## src/rtl/rr_lock_arbiter_pkg.sv

```systemverilog
// Shared types and helpers for the round-robin lock arbiter.
package rr_lock_arbiter_pkg;

    typedef enum logic [1:0] {
        ST_IDLE,
        ST_GRANT,
        ST_GAP
    } arb_state_e;

    function automatic int unsigned clog2_min1(input int unsigned n);
        return (n < 2) ? 1 : $clog2(n);
    endfunction

endpackage

```

## src/rtl/rr_onehot_pick.sv

```systemverilog
// Rotate eligible vector by ptr, pick the lowest set bit, un-rotate to a one-hot and index.
module rr_onehot_pick
    import rr_lock_arbiter_pkg::*;
#(
    parameter int unsigned N_REQ = 4
) (
    input  logic [N_REQ-1:0]                   elig_i,
    input  logic [clog2_min1(N_REQ)-1:0]       ptr_i,
    output logic [N_REQ-1:0]                   onehot_o,
    output logic [clog2_min1(N_REQ)-1:0]       idx_o,
    output logic                               valid_o
);

    localparam int unsigned IDX_W = clog2_min1(N_REQ);
    localparam logic [IDX_W:0] N_EXT = (IDX_W + 1)'(N_REQ);

    logic [IDX_W:0]     ptr_ext;
    logic [N_REQ-1:0]   rot;
    logic [IDX_W-1:0]   pos;
    logic [IDX_W:0]     sum;
    logic               hit;

    assign ptr_ext = {1'b0, ptr_i};
    // Bit k of rot is requester (ptr+k) mod N_REQ; shifts by N_REQ yield zero when ptr is 0.
    assign rot = (elig_i >> ptr_i) | (elig_i << (N_EXT - ptr_ext));

    always_comb begin
        pos = '0;
        hit = 1'b0;
        for (int unsigned k = 0; k < N_REQ; k++) begin
            if (!hit && rot[k]) begin
                hit = 1'b1;
                pos = IDX_W'(k);
            end
        end
        sum = {1'b0, pos} + ptr_ext;
        if (sum >= N_EXT) begin
            sum = sum - N_EXT;
        end
        idx_o    = sum[IDX_W-1:0];
        onehot_o = hit ? (N_REQ'(1) << idx_o) : '0;
        valid_o  = hit;
    end

endmodule

```

## src/rtl/rr_lock_arbiter.sv

```systemverilog
// Round-robin single-owner lock arbiter with post-release gap.
// Optional hold timeout with requester masking: define RR_LOCK_ARBITER_TIMEOUT_EN.
module rr_lock_arbiter
    import rr_lock_arbiter_pkg::*;
#(
    parameter int unsigned N_REQ      = 4,
    parameter int unsigned GAP_CYCLES = 1,
    parameter int unsigned MAX_HOLD   = 16,
    parameter int unsigned RESET_PTR  = 0
) (
    input  logic                             i_clk,
    input  logic                             i_rst,
    input  logic                             i_cg,
    input  logic [N_REQ-1:0]                 i_req,
    output logic [N_REQ-1:0]                 o_gnt,
    output logic [clog2_min1(N_REQ)-1:0]     o_gntIdx,
    output logic                             o_busy,
    output logic                             o_timeout
);

    localparam int unsigned IDX_W    = clog2_min1(N_REQ);
    localparam int unsigned GAP_W    = clog2_min1(GAP_CYCLES);
    localparam int unsigned GAP_LOAD = (GAP_CYCLES > 0) ? GAP_CYCLES - 1 : 0;

    if (N_REQ < 2 || N_REQ > 32 || RESET_PTR >= N_REQ || MAX_HOLD < 1) begin : g_bad_cfg
        $error("rr_lock_arbiter: illegal parameter combination");
    end

    arb_state_e         state_q, state_d;
    logic [IDX_W-1:0]   ptr_q, ptr_d;
    logic [IDX_W-1:0]   idx_q, idx_d;
    logic [N_REQ-1:0]   gnt_q, gnt_d;
    logic [GAP_W-1:0]   gap_q, gap_d;
    logic               busy_q, busy_d;
    logic               to_q, to_d;

    logic [N_REQ-1:0]   elig;
    logic [N_REQ-1:0]   pick_oh;
    logic [IDX_W-1:0]   pick_idx;
    logic               pick_vld;
    logic               hold_expired;
    logic               revoke;

    rr_onehot_pick #(
        .N_REQ (N_REQ)
    ) u_pick (
        .elig_i   (elig),
        .ptr_i    (ptr_q),
        .onehot_o (pick_oh),
        .idx_o    (pick_idx),
        .valid_o  (pick_vld)
    );

`ifdef RR_LOCK_ARBITER_TIMEOUT_EN
    localparam int unsigned HOLD_W = clog2_min1(MAX_HOLD + 1);

    logic [HOLD_W-1:0]  hold_q, hold_d;
    logic [N_REQ-1:0]   mask_q, mask_d;

    assign elig         = i_req & ~mask_q;
    assign hold_expired = (hold_q == HOLD_W'(MAX_HOLD));

    always_comb begin
        hold_d = hold_q;
        // A requester stays masked until it is seen low at least once.
        mask_d = mask_q & i_req;
        if (state_q == ST_IDLE && pick_vld) begin
            hold_d = HOLD_W'(1);
        end else if (state_q == ST_GRANT) begin
            hold_d = hold_q + HOLD_W'(1);
        end
        if (revoke) begin
            mask_d = mask_d | gnt_q;
        end
    end

    always_ff @(posedge i_clk) begin
        if (i_rst) begin
            hold_q <= '0;
            mask_q <= '0;
        end else if (i_cg) begin
            hold_q <= hold_d;
            mask_q <= mask_d;
        end
    end
`else
    assign elig         = i_req;
    assign hold_expired = 1'b0;
`endif

    always_comb begin
        state_d = state_q;
        ptr_d   = ptr_q;
        idx_d   = idx_q;
        gnt_d   = gnt_q;
        gap_d   = gap_q;
        revoke  = 1'b0;
        unique case (state_q)
            ST_IDLE: begin
                if (pick_vld) begin
                    state_d = ST_GRANT;
                    gnt_d   = pick_oh;
                    idx_d   = pick_idx;
                    ptr_d   = (pick_idx == IDX_W'(N_REQ - 1)) ? '0 : pick_idx + IDX_W'(1);
                end
            end
            ST_GRANT: begin
                // A voluntary release in the expiry cycle wins over the timeout.
                if (!i_req[idx_q] || hold_expired) begin
                    revoke = i_req[idx_q];
                    gnt_d  = '0;
                    if (GAP_CYCLES > 0) begin
                        state_d = ST_GAP;
                        gap_d   = GAP_W'(GAP_LOAD);
                    end else begin
                        state_d = ST_IDLE;
                    end
                end
            end
            ST_GAP: begin
                if (gap_q == '0) begin
                    state_d = ST_IDLE;
                end else begin
                    gap_d = gap_q - GAP_W'(1);
                end
            end
            default: state_d = ST_IDLE;
        endcase
        busy_d = (state_d != ST_IDLE);
        to_d   = revoke;
    end

    always_ff @(posedge i_clk) begin
        if (i_rst) begin
            state_q <= ST_IDLE;
            ptr_q   <= IDX_W'(RESET_PTR);
            idx_q   <= '0;
            gnt_q   <= '0;
            gap_q   <= '0;
            busy_q  <= 1'b0;
            to_q    <= 1'b0;
        end else if (i_cg) begin
            state_q <= state_d;
            ptr_q   <= ptr_d;
            idx_q   <= idx_d;
            gnt_q   <= gnt_d;
            gap_q   <= gap_d;
            busy_q  <= busy_d;
            to_q    <= to_d;
        end
    end

    assign o_gnt     = gnt_q;
    assign o_gntIdx  = idx_q;
    assign o_busy    = busy_q;
    assign o_timeout = to_q;

endmodule

```

## config.mk

```make
export PLATFORM = sky130hd
export DESIGN_NAME = rr_lock_arbiter
export DESIGN_NICKNAME = d
export VERILOG_FILES = /design/src/rtl/rr_lock_arbiter_pkg.sv /design/src/rtl/rr_onehot_pick.sv /design/src/rtl/rr_lock_arbiter.sv
export SDC_FILE = /design/constraint.sdc
export NUM_CORES = 1
export LEC_CHECK = 0
export BUFFER_PORTS_ARGS = -buffer_cell sky130_fd_sc_hd__buf_2
export CORE_UTILIZATION = 23
export CTS_CLUSTER_DIAMETER = 200
export DETAILED_ROUTE_END_ITERATION = 7
export PLACE_DENSITY = 0.47
export SYNTH_ARGS = -nofsm -noshare
export SYNTH_HDL_FRONTEND = slang
export SYNTH_SLANG_ARGS = --single-unit
```

## constraint.sdc

```tcl
create_clock -name i_clk -period 6.75 [get_ports i_clk]
set_clock_uncertainty 0.05 [all_clocks]
set_input_delay 0.675 -clock i_clk [delete_from_list [all_inputs] [get_ports i_clk]]
set_output_delay 0.675 -clock i_clk [all_outputs]
set_load 0.02 [all_outputs]
```

Word-level counts from Yosys, hierarchy flattened:

Index checks and enable logic that the tools add are counted.

* word-level logic and storage cells: 56
* output and inout bits: 8
* flip-flop bits (word level): 12
* input port bits: 7

* $lt $le $gt $ge: 2
* reduce and logical (&&, ||, !) cells: 13
* bitwise gates (word level): 1
* add/subtract/negate cells: 5
* eq/ne operators: 5
* shifts and indexed selects: 3
* muxes and demuxes: 21

Operators by type and width (number)
* 2-to-1 mux 2 bit: 7
* 2-to-1 mux 1 bit: 8
* 2-to-1 mux 4 bit: 2
* case mux 4 bit (2 select lines): 1
* case mux 2 bit (3 select lines): 1
* AND reduction 3 bit: 2
* nonzero test 2 bit: 3
* == test 2 bit, second input constant: 2
* != test 2 bit, second input constant: 2
* bitwise OR 4 bit: 1
* AND reduction 4 bit: 1
* << shifter 1 x 2 -> 4 bit, first input constant: 1
* << shifter 4 x 3 -> 4 bit: 1
* right shift 4 x 2 -> 4 bit: 1
* adder 2 x 2 -> 3 bit: 1
* >= comparator 3 bit, second input constant: 1
* logical AND 1 bit: 3
* logical NOT 1 bit: 3
* < comparator 2 x 3 -> 1 bit, second input constant: 1
* subtractor 3 x 2 -> 3 bit, first input constant: 1
* adder 2 x 1 -> 2 bit, second input constant: 1
* binary-select mux 1 bit (select 2 bit): 1
* == test 2 x 1 -> 1 bit, second input constant: 1
* logical NOT 2 bit: 1
* 3 further kinds: 3

Longest topological paths before layout:

* depth in word-level cells: 19
* depth in mapped cells: 17
* depth with buffers taken out: 15

Modules after synthesis:

From an unflattened synthesis, not the netlist that was laid out.

* cell total of the unflattened synthesis: 112
* area, all modules: 918.4 µm²

Modules (own cells, without submodules)
* rr_lock_arbiter: area each 526.8 µm², sequential area each 220.2 µm², times used 1, cells each 59
* rr_onehot_pick: area each 391.6 µm², sequential area each 0.0 µm², times used 1, cells each 53

Least setup slack after synthesis:

Ideal clock, no wire load.

* path type: register -> register
* start: register ptr_q[0]
* end: register ptr_q[0]
* library setup time: 0.087 ns
* cell stages (with the launch flop): 17
* path buffers: 2
* setup slack: 3.327 ns
* clock period less this slack: 3.423 ns
* data required time: 6.613 ns
* arrival: 3.286 ns
* path through: dfxtp_1 > buf_6 > inv_1 > ha_1 > clkbuf_1 > or3b_2 > a2111oi_0 > nor2_1 > a21oi_1 > ha_1 > xor2_1 > xnor2_1 > inv_1 > ha_1 > nor3_1 > o211ai_1 > o31ai_1

* longest elaborated chain between the ends: 18
* elaborated cells between the ends (all ways): 25
* classes of those cells: add/sub: 4; order compare: 1; eq/ne: 1; shift: 2; mux: 9; bitwise: 1; reduce/logical: 7

RTL lines
* from (decl): line rr_lock_arbiter.sv:30 `logic [IDX_W-1:0] ptr_q, ptr_d;`
* from (signal assigned): line rr_lock_arbiter.sv:136 `ptr_q <= IDX_W'(RESET_PTR);`
* from (signal assigned): line rr_lock_arbiter.sv:144 `ptr_q <= ptr_d;`
* subtractor 3 x 2 -> 3 bit: line rr_onehot_pick.sv:25 `assign rot = (elig_i >> ptr_i) | (elig_i << (N_EXT - ptr_ext));`
* << shifter 4 x 3 -> 4 bit: line rr_onehot_pick.sv:25
* bitwise OR 4 bit: line rr_onehot_pick.sv:25
* 2-to-1 mux 1 bit: line rr_onehot_pick.sv:31 `if (!hit && rot[k]) begin`
* logical NOT 1 bit: line rr_onehot_pick.sv:31
* logical AND 1 bit: line rr_onehot_pick.sv:31
* 2-to-1 mux 1 bit: line rr_onehot_pick.sv:31
* logical NOT 1 bit: line rr_onehot_pick.sv:31
* (+3 left out)
* logical AND 1 bit: line rr_onehot_pick.sv:31
* 2-to-1 mux 2 bit: line rr_onehot_pick.sv:31
* adder 2 x 2 -> 3 bit (*): line rr_onehot_pick.sv:36 `sum = {1'b0, pos} + ptr_ext;`
* >= comparator 3 bit / subtractor 2 x 1 -> 2 bit (equally long branches): line rr_onehot_pick.sv:37, rr_onehot_pick.sv:38
* 2-to-1 mux 2 bit (*): line rr_onehot_pick.sv:37 `if (sum >= N_EXT) begin`
* net pick_idx[1]: line rr_lock_arbiter.sv:39 `logic [IDX_W-1:0] pick_idx;`
* == test 2 bit (*): line rr_lock_arbiter.sv:104 `ptr_d = (pick_idx == IDX_W'(N_REQ - 1)) ? '0 : pick_idx + IDX_W'(1);`
* 2-to-1 mux 2 bit (*): line rr_lock_arbiter.sv:104

The timed path passes the listed nets; every way through them passes the cells marked *.
A chain may end at the register's enable or synchronous reset.

Worst setup path after layout:

Ends and elaborated chain as after synthesis.

==> run_results.csv <==
group,metric,value,unit
worst_setup_path,critical_path_class,"flip-flop to flip-flop",
cells_and_area,n_antenna_cell,0,
worst_setup_path,critPathLaunchType,"flip-flop",
global_routing,grt_max_degree,12,
floorplan,die_x,65.1,µm
cts,cts_resized,0,
worst_setup_path,slowest_delay,0.55,ns
cells_and_area,layout-drive-gt1-share,17.9,%
global_routing,grt-ovfl-total,0,
placement,placed_cells,167,
timing,fin_crit_sh,58.4,%
worst_setup_path,cp_common_cell,"ha_1",
yosys,synth-async-reset-ratio,0,%
worst_setup_path,crit_chain,"inv_1 -> ha_1 -> or3b_2 -> a2111oi_0 -> nor2_1 -> a21oi_1 -> ha_1 -> xor2_1 -> xnor2_1 -> inv_1 -> ha_1 -> nor3_1 -> o211ai_1 -> o31ai_1",
yosys,ys.flop_type,"dfxtp_1",
floorplan,initial_core_util,24.5,%
timing,relSlewSlack,63.8,%
cts,cts_tree,"yes",
yosys,yosys_warnings,0,
yosys,syn_nets,123,
yosys,synth_top_family_by_area,"compound AO/OA/AOI/OAI gates",
worst_setup_path,path_max_fanout,10,
routing,viasPerCell,4.99,
power,leakage,0.413,nW
yosys,synth_xor_area_share,2.87,%
cells_and_area,area.growth.synth_to_final,13.3,%
routing,routedWlPerCell,12.5,µm
yosys,yosys.area.top_type,"dfxtp_1",
global_routing,grt_pass1_vias,868,
routing,num_vias,854,
yosys,yosys-top-cells-area,"dfxtp_1 (24%), mux2i_1 (6.6%), ha_1 (5.5%), inv_1 (4.1%), a21oi_1 (3.8%)",
power,power_density,448,nW/µm²
global_routing,grt_pass1_wl,3820,µm
cells_and_area,nFillCells,435,
cts,ctsLongestPathBuffers,2,
cts,cts_setup_buffers,0,
cts,cts_num_sinks,11,
yosys,synth-seq-cells,11,
routing,ant_nets,0,
placement,port_buffers,13,
yosys,synth_seq_area_share,24.0,%
timing,hold_violations,0,
hold_path,hold_path.class,"flip-flop to flip-flop",
timing,tns,0,ns
power,ir_drop,123,µV
yosys,yosysMostFrequentCell,"dfxtp_1",
job,cap_violations,0,
yosys,synth_area_per_cell,8.18,µm²
yosys,yosysTopAreaCellShare,24.0,%
timing,setup_violations,0,
global_routing,grt_use_total,11.7,%
cts,insertion_delay,0.24,ns
routing,wl,2140,µm
timing,finalWorstSetupSlack,2.81,ns
placement,preCtsSetupSlack,2.81,ns
cells_and_area,final_nets,135,
routing,drt-initial-drc-count,22,
worst_setup_path,cp-end-kind,"flip-flop",
worst_setup_path,crit_path_top_delay_cell,"dfxtp_1",
yosys,synth_edf_count,0,
floorplan,fp.dieH,65.1,µm
worst_setup_path,r2r_slack,2.81,ns
routing,drc_errors,0,
timing,slew_violations,0,
yosys,yosys.area_share.simple,21.0,%
cells_and_area,stdcell_area,1040,µm²
floorplan,ios,15,
cts,cts_hold_buf,0,
cells_and_area,utilization,27.7,%
floorplan,dieArea,4240,µm²
timing,rsz0062_at_grt,"false",
worst_setup_path,worstPathRequired,6.86,ns
outcome,status,"finished, final reports clean",
yosys,syn_inst,112,
timing,max_freq,254,MHz
floorplan,core_area,3740,µm²
placement,gp_congestion,0.725,
global_routing,antenna_found_initial,0,
cts,clk_pin_slew_worst_paths,0.05,ns
placement,hpwlAfterDp,1590,µm
cts,numCtsBuffers,3,
yosys,synth_mux_area_share,11.9,%
yosys,synth_compound_area_share,24.9,%
cells_and_area,fin_cells,171,
cts,clockRootBuffer,"clkbuf_8",
yosys,syn_area,916,µm²
worst_setup_path,worstPathArrival,4.05,ns
timing,tightest_slew,0.541,ns
placement,dpl-instance-area,992,µm²
floorplan,rows,22,
yosys,ys_types,46,
routing,first_pass_iters,4,
timing,finalCriticalPeriod,3.94,ns
yosys,synth_common_cells,"dfxtp_1 (11), inv_1 (10), a21oi_1 (7), nor2_1 (7)",
yosys,synth_fa_ha_area_share,5.46,%
cts,htreeDepth,1,
==> cells by family after synthesis <==
logic type / count (synthesis)
flops: 11
simple gates: 36
mux: 9
compound gates: 32
fa+ha+maj: 4
xor+xnor: 3
buf+inv: 16
other cells: 1
==> registers in the layout, indices dropped and copies added, names as in the netlist <==
register  flops
o_busy        1
o_gnt         4
o_gntIdx      2
ptr_q         2
state_q       2
==> critical path: cells and delay by family, from the launching register on <==
kind | cells | cell delay (ns)
fa+ha+maj | 3 | 0.83
flops | 1 | 0.55
buf+inv | 2 | 0.26
compound gates | 4 | 0.73
simple gates | 3 | 0.76
xor+xnor | 2 | 0.68
==> routing by layer <==
metal | vias up | part of all wire (%) | track usage (%)
met3 | 5 | 2.6 | 2.08
met4 | 0 | 1.9 | 4.89
met5 | - | 0 | 0
li1 | 434 | - | -
met1 | 397 | 48 | 14.1
met2 | 18 | 47 | 20.2
==> power by group <==
part	switching (W)	internal [W]	leakage, nW
combinational	0.000168	0.000119	0.300
sequential	0.0000249	0.0000847	0.0901
clock	0.0000263	0.0000416	0.0228
total	0.000219	0.000246	0.413
==> worst paths after layout <==
path,start,end,depth (start not counted)
min,o_gnt[3]$_SDFFE_PP0P_,o_gnt[3]$_SDFFE_PP0P_,2
max reg2reg,ptr_q[0]$_SDFFE_PP0P_,ptr_q[0]$_SDFFE_PP0P_,14
max,ptr_q[0]$_SDFFE_PP0P_,ptr_q[0]$_SDFFE_PP0P_,14
min reg2reg,o_gnt[3]$_SDFFE_PP0P_,o_gnt[3]$_SDFFE_PP0P_,2
==> cell type report <==
| cell class | count | area (µm²) | area share [%] |
|---|---|---|---|
| Multi-Input combinational cell | 85 | 609 | 58.7 |
| Tap cell | 48 | 60.1 | 5.79 |
| Clock buffer | 4 | 45.0 | 4.34 |
| Sequential cell | 11 | 220 | 21.2 |
| Timing Repair Buffer | 13 | 65.1 | 6.27 |
| Inverter | 10 | 37.5 | 3.62 |
==> metrics by stage <==
| stage | hold WS [ns] | total power [W] |
|---|---|---|
| after floorplan | 0.438 | 0.000348 |
| after global placement | 0.397 | 0.000389 |
| after detailed placement | 0.406 | 0.000399 |
| after CTS | 0.413 | 0.000468 |
| after global routing | 0.427 | 0.000511 |
| final | 0.408 | 0.000465 |
==> layout by cell type (no fill, tap or decap), types with 2 or more instances in the layout <==
cell type and instances:
a21oi_1 7, mux2i_1 6, xor2_1 2, buf_2 13, o31ai_1 3, nand3_1 6, nand2b_1 3, dfxtp_1 11
nor2b_1 2, nor4_1 2, inv_1 10, o21ai_0 5, nor3_1 2, o32ai_1 2, clkbuf_8 3, o31a_1 2
nand2_1 6, ha_1 4, nor2_1 7
Note: power is estimated with default switching activity, not from simulation.
